**config.mk**
```make
export PLATFORM = sky130hd
export DESIGN_NAME = read_module
export DESIGN_NICKNAME = d
export VERILOG_FILES = /design/src/rtl/read_module_pkg.sv /design/src/rtl/read_module_sync.sv /design/src/rtl/read_module.sv
export SDC_FILE = /design/constraint.sdc
export NUM_CORES = 1
export LEC_CHECK = 0
export CAP_MARGIN = 20
export CORE_AREA = 2 2 66 114
export DETAILED_ROUTE_END_ITERATION = 16
export DIE_AREA = 0 0 68 116
export PLACE_DENSITY_LB_ADDON = 0.1
export SLEW_MARGIN = 40
export SYNTH_ARGS = -nofsm -noshare
export SYNTH_HDL_FRONTEND = slang
export SYNTH_HIERARCHICAL = 1
export SYNTH_SLANG_ARGS = --single-unit
```
**constraint.sdc**
```tcl
create_clock -name clk -period 3.6 [get_ports clk]
set_clock_uncertainty 0.2 [all_clocks]
set_input_delay 1.08 -clock clk [delete_from_list [all_inputs] [get_ports clk]]
set_output_delay 1.08 -clock clk [all_outputs]
set_load 0.03 [all_outputs]
```
**src/rtl/read_module_pkg.sv**
```systemverilog
// Shared state encoding, frame geometry and timing thresholds for the
// single-wire sensor receiver.
package read_module_pkg;

   localparam int CNT_W      = 8;
   localparam int BIT_CNT_W  = 6;
   localparam int FRAME_BITS = 40;

   // Thresholds are in clock cycles (10 us clock).
   localparam logic [CNT_W-1:0] RESP_MIN   = 8'd6;
   localparam logic [CNT_W-1:0] ONE_THRESH = 8'd5;
   localparam logic [CNT_W-1:0] TIMEOUT    = 8'd12;

   localparam logic [BIT_CNT_W-1:0] LAST_BIT  = 6'(FRAME_BITS - 1);
   localparam logic [BIT_CNT_W-1:0] SEND_LAST = 6'(FRAME_BITS);

   typedef enum logic [2:0] {
      IDLE,
      RESP_LOW,
      RESP_HIGH,
      BIT_LOW,
      BIT_HIGH,
      CHECK,
      SEND
   } state_t;

   // Byte4 must equal the carry-discarding sum of bytes 0..3.
   function automatic logic checksum_ok(input logic [FRAME_BITS-1:0] frame);
      logic [7:0] w_sum;
      w_sum = frame[39:32] + frame[31:24] + frame[23:16] + frame[15:8];
      return (w_sum == frame[7:0]);
   endfunction

endpackage

```
**src/rtl/read_module_sync.sv**
```systemverilog
// Two-flop synchronizer for the sensor line followed by a registered edge
// detector producing one-cycle rise and fall pulses.
module read_module_sync (
   input  logic clk,
   input  logic rst,
   input  logic i_data,
   output logic o_rise,
   output logic o_fall
);

   logic r_meta;
   logic r_sync;
   logic r_prev;
   logic r_rise;
   logic r_fall;

   // The line idles high, so the chain resets high to avoid a false fall.
   always_ff @(posedge clk or negedge rst) begin
      if (!rst) begin
         r_meta <= 1'b1;
         r_sync <= 1'b1;
         r_prev <= 1'b1;
         r_rise <= 1'b0;
         r_fall <= 1'b0;
      end else begin
         r_meta <= i_data;
         r_sync <= r_meta;
         r_prev <= r_sync;
         r_rise <= r_sync & ~r_prev;
         r_fall <= ~r_sync & r_prev;
      end
   end

   assign o_rise = r_rise;
   assign o_fall = r_fall;

endmodule

```
**src/rtl/read_module.sv**
```systemverilog
// Single-wire sensor receiver: validates the response preamble, decodes the
// 40-bit frame from pulse widths, checks the checksum and replays good frames.
module read_module
   import read_module_pkg::*;
(
   input  logic clk,
   input  logic rst,
   input  logic in_data,
   output logic out_data
);

   state_t                r_state;
   logic [CNT_W-1:0]      r_cnt;
   logic [BIT_CNT_W-1:0]  r_bit_cnt;
   logic [FRAME_BITS-1:0] r_shift;
   logic                  r_out;

   logic                  w_rise;
   logic                  w_fall;
   logic [CNT_W-1:0]      w_cnt_inc;
   logic                  w_timeout;

   read_module_sync u_sync (
      .clk    (clk),
      .rst    (rst),
      .i_data (in_data),
      .o_rise (w_rise),
      .o_fall (w_fall)
   );

   // r_cnt holds the cycles elapsed since the edge that entered the state.
   assign w_cnt_inc = (r_cnt == '1) ? r_cnt : r_cnt + 8'd1;
   assign w_timeout = (r_cnt > TIMEOUT);

   always_ff @(posedge clk or negedge rst) begin
      if (!rst) begin
         r_state   <= IDLE;
         r_cnt     <= '0;
         r_bit_cnt <= '0;
         r_shift   <= '0;
         r_out     <= 1'b0;
      end else begin
         case (r_state)
            IDLE: begin
               r_out <= 1'b0;
               r_cnt <= '0;
               if (w_fall) begin
                  r_state <= RESP_LOW;
                  r_cnt   <= 8'd1;
               end
            end

            RESP_LOW: begin
               if (w_timeout) begin
                  r_state <= IDLE;
                  r_cnt   <= '0;
               end else if (w_rise) begin
                  if (r_cnt >= RESP_MIN) begin
                     r_state <= RESP_HIGH;
                     r_cnt   <= 8'd1;
                  end else begin
                     r_state <= IDLE;
                     r_cnt   <= '0;
                  end
               end else begin
                  r_cnt <= w_cnt_inc;
               end
            end

            RESP_HIGH: begin
               if (w_timeout) begin
                  r_state <= IDLE;
                  r_cnt   <= '0;
               end else if (w_fall) begin
                  if (r_cnt >= RESP_MIN) begin
                     r_state   <= BIT_LOW;
                     r_cnt     <= 8'd1;
                     r_bit_cnt <= '0;
                     r_shift   <= '0;
                  end else begin
                     r_state <= IDLE;
                     r_cnt   <= '0;
                  end
               end else begin
                  r_cnt <= w_cnt_inc;
               end
            end

            BIT_LOW: begin
               if (w_timeout) begin
                  r_state <= IDLE;
                  r_cnt   <= '0;
                  r_shift <= '0;
               end else if (w_rise) begin
                  r_state <= BIT_HIGH;
                  r_cnt   <= 8'd1;
               end else begin
                  r_cnt <= w_cnt_inc;
               end
            end

            BIT_HIGH: begin
               if (w_timeout) begin
                  r_state <= IDLE;
                  r_cnt   <= '0;
                  r_shift <= '0;
               end else if (w_fall) begin
                  r_shift   <= {r_shift[FRAME_BITS-2:0], (r_cnt >= ONE_THRESH)};
                  r_bit_cnt <= r_bit_cnt + 6'd1;
                  r_cnt     <= 8'd1;
                  r_state   <= (r_bit_cnt == LAST_BIT) ? CHECK : BIT_LOW;
               end else begin
                  r_cnt <= w_cnt_inc;
               end
            end

            CHECK: begin
               r_cnt <= '0;
               if (checksum_ok(r_shift)) begin
                  r_state   <= SEND;
                  r_out     <= 1'b1;
                  r_bit_cnt <= '0;
               end else begin
                  r_state <= IDLE;
                  r_shift <= '0;
               end
            end

            SEND: begin
               if (r_bit_cnt == SEND_LAST) begin
                  r_state <= IDLE;
                  r_out   <= 1'b0;
               end else begin
                  r_out     <= r_shift[FRAME_BITS-1];
                  r_shift   <= {r_shift[FRAME_BITS-2:0], 1'b0};
                  r_bit_cnt <= r_bit_cnt + 6'd1;
               end
            end

            default: begin
               r_state <= IDLE;
               r_out   <= 1'b0;
               r_cnt   <= '0;
            end
         endcase
      end
   end

   assign out_data = r_out;

endmodule

```
==> impl_metrics.toml <==
[global_route]
grt_pass1_wl_microns = 13700
globalRouteTotalUtil_pct = 24.0
gr-total-overflow = 0
antenna_found_initial = 0
grt_pass1_vias = 3019
grt_max_degree = 40

[timing]
report.final.slew_viol_count = 0
setup_viol = 48
worst_pin_slew_ps = 673
rsz0062_at_grt = "true"
setup_ws_ps = -333
finalHoldViolCount = 0
fmax_mhz = 254
finalCritPeriodShare_pct = 109
slew-limit-headroom_pct = 55.1
fin_crit_ps = 3930

[floorplan]
chipWidth_microns = 68
dieHeight_microns = 116
dieArea_sq_um = 7890
row_count = 40
initial_core_util_pct = 55.6
core_area_sq_um = 6910
io_pins = 4

[yosys]
synth_area_sq_um = 3840
yosysWarnings = 6
synthFlopType = "dfrtp_1"
synth_nets = 424
yosysTopAreaCell = "dfrtp_1"
synth.most_common_cell = "dfrtp_1"
synth_area_per_cell_sq_um = 9.73
netlist_top_cells_count = "dfrtp_1, nand2_1, inv_1"
ys_ff_latch = 63
ys_top_cells_by_area = "dfrtp_1, mux2i_1, fa_1"
ys_seq_area_share_pct = 41.1
synth_edf_count = 0
synth_top_area_share_pct = 39.1
synthDistinctLibCells = 59
postSynthCellCount = 395
synth_async_sr_flop_share_pct = 100

[detailed_routing]
drt_wl_total_microns = 8340
drc_errors = 0
vias_per_cell = 5.53
first_pass_iters = 4
wl_per_cell_microns = 16.1
drt_iter0_markers = 199
num_vias = 2861
ant_nets = 0

[placed_design]
place.gp.congestion = 0.776
io_buffers = 3
dp_hpwl_microns = 5890

[min_path]
hold_path_class = "register to register"
hp-start = "u_sync/r_meta"
min_path_cells = 0

[run_status]
violations = "negative setup slack"
status = "finished with violations"

[layout]
fin_util_pct = 67.5
drive_gt1_share_pct = 18.2
area_growth_pct = 21.4
antenna_cells = 0
final.fill_count = 550
fin_nets = 457

[setup_path]
r2r_start = "r_shift[25]"
path_max_fanout = 5
crit_arrival_ps = 3990
end_kind = "register"
reg2reg_depth = 15
crit_start = "r_shift[25]"
required_ps = 3660
critPathLaunchType = "register"
worstSetupPathType = "register to register"

[clocking]
root_buffer = "clkbuf_16"
cts_buffers = 9
cts_buffer_depth = 2
htree_levels = 3
cts_tree = "built"
clock-sinks = 63
clk_pin_slew_ps = 50
postCtsHoldBufs = 0
clock_latency_ps = 340

[run]
maxCapViolations = 0

[power]
peakVddDrop_uv = 295
power.density_nw_per_um2 = 387
power_mw = 1.80
p_leak_nw = 2.30
-- layout make-up --
cell class	count	area, sq um	area share [%]
Tap cell	84	105	2.25
Sequential cell	63	1580	33.9
Timing Repair Buffer	38	385	8.26
Inverter	54	203	4.35
Clock buffer	13	260	5.58
Multi-Input combinational cell	262	2060	44.3
Clock inverter	3	65.1	1.40
-- worst paths after layout --
| check | to | slack [ps] |
|---|---|---|
| hold / removal | u_sync/r_sync | 160 |
| max in group asynchronous | u_sync/r_prev | 1910 |
| setup / recovery | r_shift[6] | -330 |
| hold reg to reg | u_sync/r_sync | 160 |
| min in group asynchronous | r_bit_cnt[0] | 580 |
| setup reg to reg | r_shift[6] | -330 |
-- cell families after synthesis --
| group | after synthesis | synth area share (%) |
|---|---|---|
| fa+ha+maj | 26 | 11.2 |
| simple gates | 118 | 14.9 |
| compound gates | 58 | 10.2 |
| mux | 42 | 11.1 |
| xor+xnor | 18 | 4.10 |
| flops | 63 | 41.1 |
| buf+inv | 70 | 7.39 |
-- state kept, by name, summed over array words and instances, names as in the netlist, 3 cells and up --
name,cells
r_bit_cnt,6
r_shift,40
r_cnt,8
r_state,3
-- layer usage --
layer	vias to the layer above	part of all wire, %	GRT usage (%)
met2	36	59	45.3
met4	0	3.0	12.4
li1	1388	-	-
met3	17	1.8	4.37
met5	-	0	0
met1	1420	36	23.6
-- metrics by stage --
stage	instances	setup TNS, ps	instance area, sq um	setup slack [ps]	hold slack (ps)
2_1_floorplan	395	-8150	3870	-336	145
3_3_place_gp	495	-12710	4180	-309	147
3_5_place_dp	495	-14650	4180	-362	159
4_1_cts	516	-12310	4610	-336	162
5_1_grt	517	-23640	4660	-583	166
6_report	517	-12290	4660	-333	161
-- critical path: stages (launching register included) --
cell	delay, ps
dfrtp_1	390
fa_1	550
inv_2	40
fa_1	430
inv_1	70
ha_2	180
inv_2	40
fa_2	520
xor2_1	130
o21ai_1	90
nor4_2	290
nand4b_1	160
or3b_4	340
buf_12	140
buf_16	120
mux2i_1	170
-- cell usage in the layout (no fill, tap or decap), types with 3 or more instances in the layout --
cell / netlist / routed
o21ai_0: 10 / 6
fa_1: 14 / 13
nand3_1: 8 / 7
nor3_1: 6 / 6
inv_1: 54 / 52
and3_1: 4 / 3
a21o_1: 5 / 5
a22o_1: 3 / 3
xnor2_1: 16 / 16
clkbuf_16: 0 / 9
mux2i_1: 40 / 39
nor2_1: 15 / 14
a21oi_1: 14 / 12
a31oi_1: 4 / 3
buf_12: 0 / 4
nor4_1: 5 / 4
buf_4: 3 / 27
nand2_1: 55 / 55
nand2b_1: 7 / 6
dfrtp_1: 60 / 60
nor2b_1: 3 / 3
o21ai_1: 1 / 4
ha_1: 12 / 11
dfstp_2: 3 / 3
-- power breakdown --
group / switching [mW] / internal (mW) / total (mW) / leakage (nW)
registers: 0.0260 / 0.721 / 0.747 / 0.864
clock network: 0.305 / 0.643 / 0.948 / 0.160
logic: 0.0631 / 0.0461 / 0.109 / 1.27
-- what timing repair did --
item / in CTS / in global routing
resized for setup: 7 / 10
pin swaps: 7 / 7
setup buffers: 4 / 1
gates cloned: 2 / 0
endpoints found under the setup margin: 46 / 49
endpoints found under the hold margin: 0 / 0
(Power assumes the default switching activity.)
